===== config.mk =====
export PLATFORM = sky130hd
export DESIGN_NAME = div_share_arb
export DESIGN_NICKNAME = d
export VERILOG_FILES = /design/src/rtl/div_share_arb.sv
export SDC_FILE = /design/constraint.sdc
export NUM_CORES = 1
export LEC_CHECK = 0
export ABC_AREA = 1
export BUFFER_PORTS_ARGS = -buffer_cell sky130_fd_sc_hd__buf_2
export CAP_MARGIN = 15
export CORE_ASPECT_RATIO = 0.8
export CORE_MARGIN = 1.5
export CORE_UTILIZATION = 45
export DETAILED_ROUTE_END_ITERATION = 10
export GPL_TIMING_DRIVEN = 0
export HOLD_SLACK_MARGIN = 0.02
export PLACE_DENSITY_LB_ADDON = 0.1
export SLEW_MARGIN = 30
export SYNTH_ARGS = -nofsm -noshare
export SYNTH_HDL_FRONTEND = slang
export SYNTH_SLANG_ARGS = --single-unit

===== constraint.sdc =====
create_clock -name clk -period 2.61 [get_ports clk]
set_clock_uncertainty 0.1 [all_clocks]
set_input_delay 0.1305 -clock clk [delete_from_list [all_inputs] [get_ports clk]]
set_output_delay 0.1305 -clock clk [all_outputs]
set_load 0.02 [all_outputs]

===== src/rtl/div_share_arb.sv =====
// Round-robin arbiter sharing one fixed-point divider among N requesters.
// Optional WAIT watchdog enabled by defining DIVARB_TIMEOUT_EN.
module div_share_arb #(
    parameter int N       = 4,
    parameter int W       = 10,
    parameter int TIMEOUT = 63
) (
    input  logic                 clk,
    input  logic                 rst_n,
    input  logic [N-1:0]         req,
    input  logic [N*W-1:0]       req_a,
    input  logic [N*W-1:0]       req_b,
    output logic [N-1:0]         gnt,
    output logic                 rsp_valid,
    output logic [$clog2(N)-1:0] rsp_id,
    output logic [W-1:0]         rsp_q,
    output logic [1:0]           rsp_status,
    output logic                 div_start,
    output logic                 div_sclr,
    output logic [W-1:0]         div_a,
    output logic [W-1:0]         div_b,
    input  logic                 div_valid,
    input  logic                 div_ovf,
    input  logic [W-1:0]         div_q
);

    localparam int IW = $clog2(N);

    typedef enum logic [2:0] {
        S_FLUSH, S_IDLE, S_GRANT, S_START, S_WAIT, S_RESP
    } state_t;

    state_t        state, state_nxt;
    logic [IW-1:0] ptr, idx, sel_idx, cand;
    logic          sel_found;
    logic [W-1:0]  q_r;
    logic [1:0]    status_r;
    logic          timeout_hit;

    // First requesting index at or above ptr, wrapping modulo N.
    always_comb begin
        sel_found = 1'b0;
        sel_idx   = '0;
        cand      = '0;
        for (int i = 0; i < N; i++) begin
            cand = IW'((int'(ptr) + i) % N);
            if (!sel_found && req[cand]) begin
                sel_found = 1'b1;
                sel_idx   = cand;
            end
        end
    end

`ifdef DIVARB_TIMEOUT_EN
    localparam int CW = $clog2(TIMEOUT + 1);
    logic [CW-1:0] wait_cnt;

    // Counter holds completed WAIT cycles; the check includes the current one,
    // so expiry lands on the TIMEOUT-th WAIT cycle.
    always_ff @(posedge clk or negedge rst_n) begin
        if (!rst_n)                 wait_cnt <= '0;
        else if (state == S_START)  wait_cnt <= '0;
        else if (state == S_WAIT)   wait_cnt <= wait_cnt + 1'b1;
    end

    assign timeout_hit = (state == S_WAIT) && !div_valid &&
                         (({1'b0, wait_cnt} + 1'b1) == (CW + 1)'(TIMEOUT));
`else
    assign timeout_hit = 1'b0;
`endif

    always_ff @(posedge clk or negedge rst_n) begin
        if (!rst_n) state <= S_FLUSH;
        else        state <= state_nxt;
    end

    always_comb begin
        state_nxt = state;
        case (state)
            S_FLUSH: state_nxt = S_IDLE;
            S_IDLE:  if (sel_found) state_nxt = S_GRANT;
            S_GRANT: state_nxt = (div_b == '0) ? S_RESP : S_START;
            S_START: state_nxt = S_WAIT;
            S_WAIT:  if (div_valid || timeout_hit) state_nxt = S_RESP;
            S_RESP:  state_nxt = S_IDLE;
            default: state_nxt = S_FLUSH;
        endcase
    end

    always_comb begin
        gnt = '0;
        if (state == S_GRANT) gnt[idx] = 1'b1;
        div_start  = (state == S_START);
        div_sclr   = !rst_n || (state == S_FLUSH) || timeout_hit;
        rsp_valid  = (state == S_RESP);
        rsp_id     = rsp_valid ? idx : '0;
        rsp_q      = rsp_valid ? q_r : '0;
        rsp_status = rsp_valid ? status_r : 2'b00;
    end

    // Operands are captured only in IDLE, so they stay put until RESP is done.
    always_ff @(posedge clk or negedge rst_n) begin
        if (!rst_n) begin
            ptr      <= '0;
            idx      <= '0;
            div_a    <= '0;
            div_b    <= '0;
            q_r      <= '0;
            status_r <= 2'b00;
        end else begin
            case (state)
                S_IDLE: begin
                    if (sel_found) begin
                        idx   <= sel_idx;
                        div_a <= req_a[int'(sel_idx)*W +: W];
                        div_b <= req_b[int'(sel_idx)*W +: W];
                    end
                end
                S_GRANT: begin
                    ptr <= (idx == IW'(N - 1)) ? '0 : idx + 1'b1;
                    if (div_b == '0) begin
                        q_r      <= '0;
                        status_r <= 2'b10;
                    end
                end
                S_WAIT: begin
                    if (div_valid) begin
                        q_r      <= div_q;
                        status_r <= {1'b0, div_ovf};
                    end else if (timeout_hit) begin
                        q_r      <= '0;
                        status_r <= 2'b11;
                    end
                end
                default: ;
            endcase
        end
    end

endmodule

After elaboration in Yosys (flattened, before gate mapping)
Index checks and enable logic that the tools add are counted.

Add/subtract/negate cells: 4. Multiply operators: 1. Magnitude comparators: 6. Equality and inequality tests: 9. Shift-type cells: 2. Muxes and demuxes: 33. Reduce and logical (&&, ||, !) cells: 16.

Operator list (count): $shiftx 40x32->10 (1); $shiftx 40x7->10 (1); $mux 10 (3); $pmux 10 s2 (1); $mux 2 (9); $lt 2x3->1 const B (5); $pmux 3 s5 (1); $logic_not 10->1 (1); $mux 1 (9); $mux 3 (3); $bmux 1 s2 (4); $eq 3x2->1 const B (2); $eq 3x3->1 const B (2); $ne 2x2->1 const B (3); $mul 2x3->5 const B (1); $add 2x1->2 const B (2); $add 2x2->2 const B (2); $logic_and 1x1->1 (4); $logic_not 1->1 (4); $mux 4 (1); $pmux 2 s2 (1); $reduce_and 2->1 (2); $eq 3x1->1 const B (1); $logic_not 3->1 (1); other kinds (7) (7).

Register bits after elaboration: 39. Input port bits: 98. Output and inout port bits: 41. Logic and storage cells: 78.

Logic depth before layout (Yosys ltp)
Gate-level depths: netlist of run 1.

Word-level depth: 14. Depth in mapped cells: 16. Mapped depth without buffers: 14.

Worst setup path after synthesis of run 1
OpenSTA, ideal clock, no wires.

Path kind: register to register. From: reg ptr[0]. To: reg div_a[9]. Setup time: 117 ps. Arrival: 1612 ps. Setup slack: 781 ps. Cell stages (with the launch flop): 15. Period minus slack after synthesis: 1829 ps. Path through: dfrtp_1 buf_6 inv_8 nand2_1 nand3_1 nand2_2 inv_1 nand3_2 nand3_4 buf_6 nand2_1 nand3_1 nand2_1 nand2_1 nand2_1.

Longest elaborated chain between the ends: 14. Elaborated cells between the ends (all ways): 28. Those cells by class: add/sub (3); mul (1); shift (1); mux (16); reduce/logical (7).

RTL lines: start, declared (line 34) `logic [IW-1:0] ptr, idx, sel_idx, cand;`; start signal, assigned (line 120) `ptr <= (idx == IW'(N - 1)) ? '0 : idx + 1'b1;`; parallel branches: the longest is 14 deep, another holds $mul 2x3->5; end signal, assigned (line 115) `div_a <= req_a[int'(sel_idx)*W +: W];`; end, declared (line 20) `output logic [W-1:0] div_a,`.

Parallel ways; which one is timed is not known. The select of a mux whose other input is x is not followed. A chain may end at the register's enable or synchronous reset.

Worst setup path after layout of run 1
From: reg div_b[1]. To: reg q_r[8].

Longest elaborated chain between the ends: 3.

RTL lines: start, declared (line 21) `output logic [W-1:0] div_b,`; start signal, assigned (line 116) `div_b <= req_b[int'(sel_idx)*W +: W];`; $logic_not 10->1 (line 121) `if (div_b == '0) begin`; $ne 2x2->1 (no line); $reduce_and 3->1 (no line); end signal, assigned (line 128) `q_r <= div_q;`; end, declared (line 36) `logic [W-1:0] q_r;`.

Every way passes these cells.

==> flow_summary.toml, run 1 <==
[outcome]
status = "complete, no violations"

[clock_tree]
clockBufferDepth = 2
worstSkewPairLatency_ns = 0.29
cts_sinks = 39
cts_buffers = 5
cts_setup_buffers = 0
path_clk_slew_ns = 0.08
cts_root_buf = "clkbuf_8"
htreeDepth = 2
cts_tree = "done"

[global_route]
grt_max_degree = 41
antenna_found_initial = 0
grt_remaining_overflow = 0
track_usage_pct = 22.8
grt_first_pass_wirelength_um = 12600
grt_pass1_vias = 2829

[sta]
rsz0062_at_grt = "no"
maxSlewHeadroom_pct = 66.2
setup-violations-final = 0
worst_slew_pin_slew_ns = 0.508
fin_crit_sh_pct = 81.8
finalMaxSlewViolations = 0
period_needed_ns = 2.13
setup_slack_ns = 0.476
finalSetupTns_ns = 0
hold_viol = 0
max_freq_mhz = 469

[routing]
wl_met1_um = 3610
met3_length_um = 459
wl_met2_um = 3660
drtIter0Drc = 142
vias_per_cell = 4.65
dr.pass1.iters = 5
top_layer = "met4"
wire_per_inst_um = 11.2
routed_wl_um = 7770
vias = 3225
detail-route-antenna-nets = 0
drc = 0

[place]
hpwl_um = 5910
portBuffers = 138
pre_cts_slack_ns = 0.532
placed_area_sq_um = 3670
gp_congestion = 0.862

[worst_setup_path]
r2r_start = "div_b[1]"
cp-end-kind = "flip-flop"
crit_type = "reg2reg"
cp.required_ns = 2.74
reg2reg_depth = 10
worstSetupStartpoint = "div_b[1]"
cp.arrival_ns = 2.26
path_max_fanout = 10
cp-start-kind = "flip-flop"

[logic_synthesis]
synth_fp_nets = 557
yosysSeqAreaShare_pct = 33.9
syn_area_sq_um = 2880
synthCells = 455
ys_top_cells_by_area = "dfrtp_1 34%, nand2_1 21%, inv_1 11%, nand3_1 7.3%, o21ai_1 4.2%"
yosysTopAreaCellShare_pct = 33.9
synth_top_cell_by_area = "dfrtp_1"
synth.distinct_cells = 25
ys_warn_count = 0
syn_area_per_cell_sq_um = 6.33
synth-seq-cells = 39

[cells_and_area]
stdcell_area_sq_um = 3880
utilization_pct = 64.3
diodes = 0
nets = 714
drive_gt1_share_pct = 29.0
area_delta_synth_final_pct = 34.9

[worst_hold_path]
hold_class = "in2reg"
min_from = "req_b[4]"
whs_path_depth = 5

[power]
clock_power_share_pct = 8.1
intPower_w = 0.00234
p_leak_nw = 2.36
power_frac_comb_pct = 69.6
total_power_w = 0.00495
vdd_drop_max_v = 0.000691
p_sw_w = 0.00261
sw_frac_of_total_pct = 52.7
power.density_nw_per_um2 = 1280
p_seq_share_pct = 22.3

[floorplanning]
start_util_pct = 47.7
die_height_um = 74.5
ios = 139
core_sq_um = 6040
rows = 25
die-width_um = 92.4
dieArea_sq_um = 6890

[flow_run]
maxCapViolations = 0
==> per-layer routing <==
metal / global-route usage, % / vias to the layer above
li1: - / 1702
met1: 30.8 / 1407
met2: 39.1 / 112
met3: 4.09 / 4
met4: 4.62 / 0
met5: 0 / -
==> area by class of cell <==
class | instances | area [sq um]
fill | 578 | 2150
multi-input combinational | 311 | 1430
sequential | 39 | 976
timing repair buffer | 150 | 813
inverter | 88 | 338
buffer | 17 | 135
tap | 81 | 101
clock buffer | 5 | 68.8
clock inverter | 3 | 20.0
==> path summary, 6_finish.rpt <==
check / to / slack (ns)
min reg2reg: div_a[8] / 0.39
max reg2reg: q_r[8] / 0.48
min: div_b[4] / 0.05
max: q_r[8] / 0.48
min in group asynchronous: ptr[0] / 0.26
max in group asynchronous: div_b[6] / 1.80
==> cell usage in the layout, fill, tap and decap left out, drive strengths merged, types with 4 or more instances in the layout <==
cell	netlist	final
o21ai	37	37
dfrtp	39	39
buf	13	151
nand2	172	172
inv	88	88
ha	4	4
nand3	47	47
dlygate4sd3	0	12
clkbuf	4	9
nor2	35	35
nand4	8	8
==> critical path: stages, from the launching register on <==
cell,delay [ns]
dfrtp_1,0.41
nor4_1,0.33
nand3_1,0.17
nand2_1,0.11
nor2_1,0.06
nor2_1,0.14
nand2_1,0.11
inv_1,0.10
clkbuf_1,0.35
nand2_1,0.11
nand2_1,0.08
==> sequential cells by signal, indices dropped and copies added, names as in the netlist <==
name      flops
div_a        10
div_b        10
idx           2
ptr           2
q_r          10
state         3
status_r      2
==> power by group through the flow <==
stage          Clock, W  Sequential, W  Combinational [W]
2_1_floorplan         0        0.00125            0.00244
3_3_place_gp          0        0.00111            0.00339
3_5_place_dp          0        0.00111            0.00345
4_1_cts        0.000411        0.00111            0.00347
5_1_grt        0.000438        0.00114            0.00389
6_report       0.000399        0.00111            0.00345
==> cell usage after synthesis (all sizes together) <==
library cell,number
nor3,1
nor2,35
nand4,8
clkbuf,4
o22ai,2
nand2,172
inv,88
nor4,2
o21ai,37
ha,4
dfrtp,39
o31ai,1
buf,13
a21oi,2
nand3,47
==> kinds of logic (layout without fill, tap and decap cells) <==
logic type,count (synthesis),in the layout,share of synthesized area (%)
buffers and inverters,105,263,16.4
flip-flops,39,39,33.9
adder cells (fa/ha/maj),4,4,1.74
AND/OR/NAND/NOR,265,265,40.5
AO/OA/AOI/OAI,42,42,7.48
==> per-stage QoR <==
stage                     hold WS [ns]  instances
after floorplan                 -0.265        455
after global placement           0.200        674
after detailed placement         0.195        674
after CTS                       0.0468        694
after global routing            0.0730        694
final                           0.0541        694
==> repair_timing <==
| item | 4_1_cts | 5_1_grt |
|---|---|---|
| gates resized for setup | 0 | 0 |
| hold buffers | 12 | 0 |
| endpoints found under the hold margin | 50 | 0 |
(Power assumes the default switching activity.)
==> run 2: changes to the inputs <==
CORE_UTILIZATION = 42   (was 45)
clock period = 1.7 ns   (was 2.61 ns; I/O delays follow)
==> run 2 against run 1 <==
Effect of this change:
- the flow now finishes with violations (negative hold slack, negative setup slack)
- largest power group unchanged
- core utilization increased by 12 points
- global-route usage is 4.2 points higher
- cell count is 7.2% higher
- clock power increased by 61%
- combinational power increased by 130%
- maximum frequency is 3.9% higher
- non-clock buffer count increased by 45
- worst setup slack worse by 0.83 ns
- hold slack got worse by 0.39 ns
==> flow_summary.toml, run 2 (synthesized netlist as in run 1, its figures left out) <==
[outcome]
status = "finished, violations left"
violations = "negative hold slack, negative setup slack"

[cells_and_area]
final_common_cell = "nand2_1"
fillers = 452
area_delta_synth_final_pct = 72.2
drive_gt1_share_pct = 46.8
ff_latch_area_sq_um = 977
nets = 761
layout_common_cells = "133 x nand2_1, 125 x buf_2, 76 x inv_1"
diodes = 0
reg.largest.list = "div_a (10), div_b (10), q_r (10)"
multiInputGateArea_sq_um = 1880
stdcell_count = 744

[clock_tree]
worstSkewPairLatency_ns = 0.29
cts_tree = "done"
cts_root_buf = "clkbuf_8"
clockBufferDepth = 2
cts_sinks = 39
postCtsHoldBufs = 17
cts_buffers = 5
htreeDepth = 2
path_clk_slew_ns = 0.09

[sta]
hold_viol = 39
fin_hold_ws_ns = -0.340
finalMaxSlewViolations = 0
worst_slew_pin_slew_ns = 0.564
rsz0062_at_grt = "yes"
fin_crit_sh_pct = 121
setup_slack_ns = -0.354
period_needed_ns = 2.05
max_freq_mhz = 487
setup-violations-final = 52
maxSlewHeadroom_pct = 62.1

[worst_setup_path]
path_max_fanout = 6
crit_type = "reg2reg"
cp.arrival_ns = 2.14
cp.required_ns = 1.79
cp-end-kind = "flip-flop"
cp-start-kind = "flip-flop"
worst-r2r-setup-slack_ns = -0.35

[global_route]
grt_busiest_layer = "met2"
antenna_found_initial = 0
track_usage_pct = 27.1
use_met1_pct = 33.8
grt_remaining_overflow = 0
grt_max_degree = 41
use_met3_pct = 3.67
grt_first_pass_wirelength_um = 15800
met2_usage_pct = 47.7
grt_pass1_vias = 3500

[flow_run]
maxCapViolations = 0

[routing]
detail-route-antenna-nets = 0
routed_wl_um = 11300
drc = 0
wire_per_inst_um = 15.2
dr.pass1.iters = 4
vias_per_cell = 5.03
vias = 3745
drtIter0Drc = 156

[place]
portBuffers = 138
dp_cells = 677
hpwl_um = 5950
gp_congestion = 0.817

[floorplanning]
die_height_um = 77.1
rows = 26
core_sq_um = 6510
start_util_pct = 44.2
ios = 139
die-width_um = 95.6
dieArea_sq_um = 7360

[worst_hold_path]
hold_class = "in2async"

[power]
vdd_drop_max_v = 0.00107
total_power_w = 0.0103
power.density_nw_per_um2 = 2080
p_leak_nw = 2.75
[run 2: changes by cell type in the layout (fill, tap and decap cells not counted), sizes merged]
cell	before	now
dlygate4sd3	12	17
inv	88	89
nand3	47	48
clkinvlp	2	0
buf	151	191
clkbuf	9	11
[run 2: path summary, 6_finish.rpt]
check                         start          end  cells past startpoint
min in group clk           req_b[4]     div_b[4]                      5
min reg2reg                div_a[9]     div_a[9]                      2
max reg2reg                  ptr[0]     div_a[0]                     15
min                           rst_n  status_r[1]                      1
max in group asynchronous     rst_n     state[0]                      1
max                          ptr[0]     div_a[0]                     15
[run 2: power breakdown]
group          total [W]  internal [W]  switching, W  leakage, nW
registers        0.00178       0.00140      0.000387        0.493
logic            0.00789       0.00326       0.00463         2.22
clock network   0.000644      0.000289      0.000355       0.0422
[run 2: critical path, stage by stage (launching register included)]
cell and delay (ns):
dfrtp_1 0.38, buf_6 0.17, inv_8 0.06, nand2_4 0.07, nand2_4 0.07, nand2_4 0.06
nand2_2 0.07, nor2_4 0.17, nand3_4 0.16, nand3_4 0.20, buf_4 0.15, nand2_1 0.05
nand3_1 0.08, nand2_1 0.05, nand2_1 0.05, nand2_1 0.05
[run 2: through the flow]
step	setup WS, ns	TNS, ns	hold slack (ns)	instance area, sq um	util (%)
floorplan	-0.0958	-1.70	-0.311	2900	-
global placement	-0.326	-9.48	0.166	3700	56.9
detailed placement	-0.342	-9.24	0.163	3700	56.9
CTS	-0.252	-5.85	-0.148	4610	70.8
global route	-0.499	-13.71	-0.303	4960	76.2
finish	-0.354	-9.35	-0.340	4960	76.2
[run 2: cell type report]
class | count | share of cell area (%)
clock inverters | 1 | 0.101
plain buffers | 17 | 4.11
well taps | 84 | 2.12
inverters | 88 | 7.07
multi-input cells | 312 | 38.0
repair inverters | 1 | 0.126
repair buffers | 195 | 27.3
flip-flops and latches | 39 | 19.7
clock buffers | 7 | 1.54
[run 2: timing repair]
action | CTS | global route
cloned | 8 | 2
hold endpoints to repair | 56 | 39
gates resized for setup | 106 | 77
setup endpoints to repair | 49 | 54
pin swaps | 26 | 16
setup buffers | 24 | 8
[run 2: layer usage]
metal	vias to the layer above	share of wire [%]
li1	1805	-
met1	1737	40
met2	177	50
met3	26	7.3
met4	0	2.8
met5	-	0
